==> config.mk <==
export PLATFORM = sky130hd
export DESIGN_NAME = uart_tx_param
export DESIGN_NICKNAME = d
export VERILOG_FILES = /design/src/rtl/uart_pkg.sv /design/src/rtl/uart_tx_param_baud_tick.sv /design/src/rtl/uart_tx_param.sv
export SDC_FILE = /design/constraint.sdc
export NUM_CORES = 1
export LEC_CHECK = 0
export CAP_MARGIN = 40
export CORE_MARGIN = 10
export CORE_UTILIZATION = 60
export DETAILED_ROUTE_END_ITERATION = 7
export GPL_ROUTABILITY_DRIVEN = 0
export GPL_TIMING_DRIVEN = 0
export PLACE_DENSITY = 0.93
export SYNTH_ARGS = -nofsm -noshare
export SYNTH_HDL_FRONTEND = slang
export SYNTH_HIERARCHICAL = 1
export SYNTH_SLANG_ARGS = --single-unit
==> constraint.sdc <==
create_clock -name clk -period 7.05 [get_ports clk]
set_input_delay 2.115 -clock clk [delete_from_list [all_inputs] [get_ports clk]]
set_output_delay 2.115 -clock clk [all_outputs]
set_load 0.1 [all_outputs]
==> src/rtl/uart_pkg.sv <==
// Shared definitions for the parametrised UART transmitter.
// Parity modes, FSM state encoding and a width helper.
package uart_pkg;

  localparam int PAR_NONE = 0;
  localparam int PAR_ODD  = 1;
  localparam int PAR_EVEN = 2;

  typedef enum logic [2:0] {
    IDLE  = 3'd0,
    START = 3'd1,
    DATA  = 3'd2,
    PAR   = 3'd3,
    STOP  = 3'd4
  } state_t;

  function automatic int clog2(input int v);
    int r;
    r = 0;
    while ((1 << r) < v) r++;
    return r;
  endfunction

endpackage

==> src/rtl/uart_tx_param_baud_tick.sv <==
// Baud-rate tick generator for the UART transmitter.
// Pulses tick once every CLKS_PER_BIT clocks after clear drops.
module uart_baud_tick
  import uart_pkg::*;
#(
  parameter int CLKS_PER_BIT = 10
) (
  input  logic clk,
  input  logic rst,
  input  logic clear,
  output logic tick
);

  localparam int CW = clog2(CLKS_PER_BIT);

  logic [CW-1:0] cnt;
  logic          at_end;

  assign at_end = (cnt == CW'(CLKS_PER_BIT - 1));
  assign tick   = at_end & ~clear;

  always_ff @(posedge clk or posedge rst) begin
    if (rst) begin
      cnt <= '0;
    end else if (clear || at_end) begin
      cnt <= '0;
    end else begin
      cnt <= cnt + 1'b1;
    end
  end

endmodule

==> src/rtl/uart_tx_param.sv <==
// Parametrised UART transmitter on the system clock.
// Valid/ready intake, configurable data width, parity and stop bits.
module uart_tx_param
  import uart_pkg::*;
#(
  parameter int CLK_FREQ  = 100000000,
  parameter int BAUD      = 9600,
  parameter int DATA_BITS = 8,
  parameter int PARITY    = 0,
  parameter int STOP_BITS = 1
) (
  input  logic                 clk,
  input  logic                 rst,
  input  logic                 data_en,
  input  logic [DATA_BITS-1:0] data_in,
  output logic                 ready,
  output logic                 busy,
  output logic                 o_bit
);

  localparam int CLKS_PER_BIT = CLK_FREQ / BAUD;
  localparam int BW           = clog2(DATA_BITS);

  if (DATA_BITS < 5 || DATA_BITS > 9) begin : g_bad_data
    $error("uart_tx_param: DATA_BITS must be 5..9");
  end
  if (PARITY != PAR_NONE && PARITY != PAR_ODD &&
      PARITY != PAR_EVEN) begin : g_bad_par
    $error("uart_tx_param: PARITY must be 0, 1 or 2");
  end
  if (STOP_BITS < 1 || STOP_BITS > 2) begin : g_bad_stop
    $error("uart_tx_param: STOP_BITS must be 1 or 2");
  end
  if (CLKS_PER_BIT < 2) begin : g_bad_baud
    $error("uart_tx_param: CLK_FREQ/BAUD must be >= 2");
  end

  state_t               state;
  logic [DATA_BITS-1:0] shreg;
  logic [BW-1:0]        bit_cnt;
  logic                 par_bit;
  logic                 tick;

  // Counter is held clear while idle so each frame starts phase-aligned
  uart_baud_tick #(
    .CLKS_PER_BIT(CLKS_PER_BIT)
  ) u_tick (
    .clk  (clk),
    .rst  (rst),
    .clear(ready),
    .tick (tick)
  );

  always_ff @(posedge clk or posedge rst) begin
    if (rst) begin
      state   <= IDLE;
      shreg   <= '0;
      bit_cnt <= '0;
      par_bit <= 1'b0;
      ready   <= 1'b1;
      busy    <= 1'b0;
      o_bit   <= 1'b1;
    end else begin
      unique case (state)
        IDLE: begin
          if (data_en) begin
            shreg   <= data_in;
            par_bit <= (PARITY == PAR_ODD) ? ~^data_in
                                           : ^data_in;
            bit_cnt <= '0;
            ready   <= 1'b0;
            busy    <= 1'b1;
            o_bit   <= 1'b0;
            state   <= START;
          end
        end
        START: begin
          if (tick) begin
            o_bit   <= shreg[0];
            shreg   <= shreg >> 1;
            bit_cnt <= '0;
            state   <= DATA;
          end
        end
        DATA: begin
          if (tick) begin
            if (bit_cnt == BW'(DATA_BITS - 1)) begin
              bit_cnt <= '0;
              if (PARITY != PAR_NONE) begin
                o_bit <= par_bit;
                state <= PAR;
              end else begin
                o_bit <= 1'b1;
                state <= STOP;
              end
            end else begin
              o_bit   <= shreg[0];
              shreg   <= shreg >> 1;
              bit_cnt <= bit_cnt + 1'b1;
            end
          end
        end
        PAR: begin
          if (tick) begin
            o_bit   <= 1'b1;
            bit_cnt <= '0;
            state   <= STOP;
          end
        end
        STOP: begin
          if (tick) begin
            if (bit_cnt == BW'(STOP_BITS - 1)) begin
              ready <= 1'b1;
              busy  <= 1'b0;
              state <= IDLE;
            end else begin
              bit_cnt <= bit_cnt + 1'b1;
            end
          end
        end
        default: begin
          ready <= 1'b1;
          busy  <= 1'b0;
          o_bit <= 1'b1;
          state <= IDLE;
        end
      endcase
    end
  end

endmodule
==> impl_metrics.env <==
export IMPL_status="finished clean"
export IMPL_routed_wl_um=3230
export IMPL_first_pass_iters=4
export IMPL_syn_area_um2=1670
export IMPL_hold_class="reg -> reg"
export IMPL_wl_met3_um=132
export IMPL_grt_max_degree=18
export IMPL_cts_max_path_buffers=2
export IMPL_maxCapViolCount=0
export IMPL_synth_avg_cell_area_um2=9.79
export IMPL_skew_ns=0.00811
export IMPL_yosys_area_top_type="dfrtp_1"
export IMPL_antenna_left=0
export IMPL_hold_depth=2
export IMPL_final_cells=225
export IMPL_io_buffers=13
export IMPL_finalNetCount=210
export IMPL_finalCritPeriodShare=0.528
export IMPL_diodes=0
export IMPL_cts_tree="yes"
export IMPL_vias=1275
export IMPL_worstSetupEndpointType="output pin"
export IMPL_grt_pass1_vias=1319
export IMPL_postCtsSetupBuffers=0
export IMPL_worstHoldStart="o_bit"
export IMPL_post_route_cells_drive_above_1_share=0.113
export IMPL_irDropWorstVdd_mv=0.206
export IMPL_cp_arrival_ns=1.61
export IMPL_worst_pin_slew_ns=0.628
export IMPL_synth_most_common_cell="nor2_1"
export IMPL_rrSetupSlack_ns=4.30
export IMPL_slew_headroom=0.581
export IMPL_rsz0062_at_grt="false"
export IMPL_clock_sinks=31
export IMPL_path_clk_slew_ns=0.09
export IMPL_ys_seq_area_frac=0.465
export IMPL_hold_end="o_bit"
export IMPL_synthesis_nets=187
export IMPL_setup_slack_ns=3.33
export IMPL_routed_top_layer="met4"
export IMPL_cts_buffers=5
export IMPL_cts_root_buf="clkbuf_4"
export IMPL_dp_hpwl_um=2450
export IMPL_worstSetupPathType="reg -> out"
export IMPL_path_max_fanout=4
export IMPL_io_pins=14
export IMPL_ys_ff_latch=31
export IMPL_area_delta_synth_final_pct=16.1
export IMPL_finalSetupViolCount=0
export IMPL_insertion_delay_ns=0.33
export IMPL_cts_resized=0
export IMPL_grt_pass1_wl_um=5590
export IMPL_htreeDepth=2
export IMPL_synth_ff_type="dfrtp_1"
export IMPL_r2r_cells=7
export IMPL_wl_met1_um=1320
export IMPL_cp_required_ns=4.93
export IMPL_wl_per_cell_um=14.3
export IMPL_cts_hold_buf=0
export IMPL_antenna_found_initial=0
export IMPL_r2r_start="u_tick/cnt[10]"
export IMPL_finalHoldViolCount=0
export IMPL_tns_ns=0
export IMPL_start_util=0.618
export IMPL_dieArea_um2=5300
export IMPL_dp_worst_setup_slack_ns=3.33
export IMPL_ys_types=36
export IMPL_synth_top_area_share=0.433
export IMPL_rows=19
export IMPL_die_w_um=72.8
export IMPL_die_h_um=72.8
export IMPL_dpl_cell_count=218
export IMPL_seq_area_um2=778
export IMPL_p_leak_uw=0.000818
export IMPL_gr_total_overflow=0
export IMPL_synth_warnings=6
export IMPL_synth_area_leaders="dfrtp_1 (43%), nor2_1 (6.7%), xnor2_1 (5.8%), mux2i_1 (5.4%), a21oi_1 (3.9%)"
export IMPL_vias_per_cell=5.67
export IMPL_synth_edf_count=0
export IMPL_synth_common_cells="nor2_1 (30), dfrtp_1 (29), a21oi_1 (13)"
export IMPL_fmax_mhz=269
export IMPL_period_minus_slack_ns=3.72
export IMPL_drc=0
export IMPL_async_flop_share=1.00
export IMPL_core_area_um2=2710
export IMPL_slew_violations=0
export IMPL_power_uw=365
export IMPL_synthCells=171
export IMPL_r2r_end="bit_cnt[1]"
export IMPL_startpoint_type="flop"
export IMPL_multi_input_area_um2=805
export IMPL_grt_use_total=0.133
export IMPL_drt_iter0_markers=106
export IMPL_met2_length_um=1730
export IMPL_p_per_area_nw_per_um2=188
export IMPL_nFillCells=218
## cells in the final DEF, fill, tap and decap left out, types with 3 or more instances in the layout
cell | Yosys | final
a21oi_1 | 13 | 13
nor4_1 | 3 | 3
inv_1 | 10 | 10
or3b_1 | 3 | 3
nand4_1 | 4 | 4
xnor2_1 | 11 | 11
clkbuf_4 | 0 | 5
mux2i_1 | 9 | 9
nand2_1 | 9 | 9
buf_8 | 0 | 3
buf_6 | 3 | 3
nor2_1 | 30 | 30
nand3_1 | 6 | 6
nor3_1 | 3 | 3
dfrtp_1 | 29 | 29
clkdlybuf4s50_1 | 0 | 13
nor2b_1 | 3 | 3
ha_1 | 5 | 5
o21ai_0 | 3 | 3
## cells by family after synthesis
| logic type | after synthesis | share of synthesized area |
|---|---|---|
| adder cells (fa/ha/maj) | 5 | 0.0374 |
| AND/OR/NAND/NOR | 72 | 0.224 |
| XOR/XNOR | 13 | 0.0680 |
| AO/OA/AOI/OAI | 25 | 0.0972 |
| multiplexers | 9 | 0.0538 |
| flip-flops | 31 | 0.465 |
| buffers and inverters | 16 | 0.0546 |
## state kept, by name, summed over array words and instances, names as in the netlist
register    cells
shreg           8
o_bit           1
u_tick/cnt     14
busy            1
state           3
bit_cnt         3
ready           1
## layer usage
layer / vias up / track usage
li1: 631 / -
met1: 617 / 0.136
met2: 21 / 0.234
met3: 6 / 0.0517
met4: 0 / 0.0591
met5: - / 0
## worst max-delay path, cell delays in order (launching register included)
cell and delay (ns):
dfstp_2 0.56, clkdlybuf4s50_1 0.51, buf_8 0.20
## through the flow
step	cell area, um2	util	hold WS [ns]
3_3_place_gp	1840	0.680	0.458
4_1_cts	1940	0.717	0.491
2_1_floorplan	1670	-	0.491
6_report	1940	0.717	0.482
3_5_place_dp	1890	0.697	0.477
5_1_grt	1940	0.717	0.524
## area by class of cell
type                            count  area share
Clock inverter                      1     0.00257
Inverter                           10      0.0193
Tap cell                           31      0.0199
Clock buffer                        6      0.0264
Buffer                              6      0.0277
Multi-Input combinational cell    124       0.414
Sequential cell                    31       0.400
Timing Repair Buffer               16      0.0901
## worst max path at each step
stage / from / end / slack [ns] / depth (start not counted)
after floorplan: data_en / shreg[0] / 3.96 / 5
after global placement: ready / ready / 3.26 / 1
after detailed placement: data_en / shreg[1] / 3.33 / 6
after CTS: ready / ready / 3.30 / 2
after global routing: ready / ready / 3.26 / 2
final: ready / ready / 3.33 / 2
## power by group
part           internal, uW  total [uW]  switching (uW)
sequential              196         207            10.9
clock                  46.1         103            56.9
combinational          27.0        55.0            28.0
No activity file was read; power rests on OpenSTA's default activity.
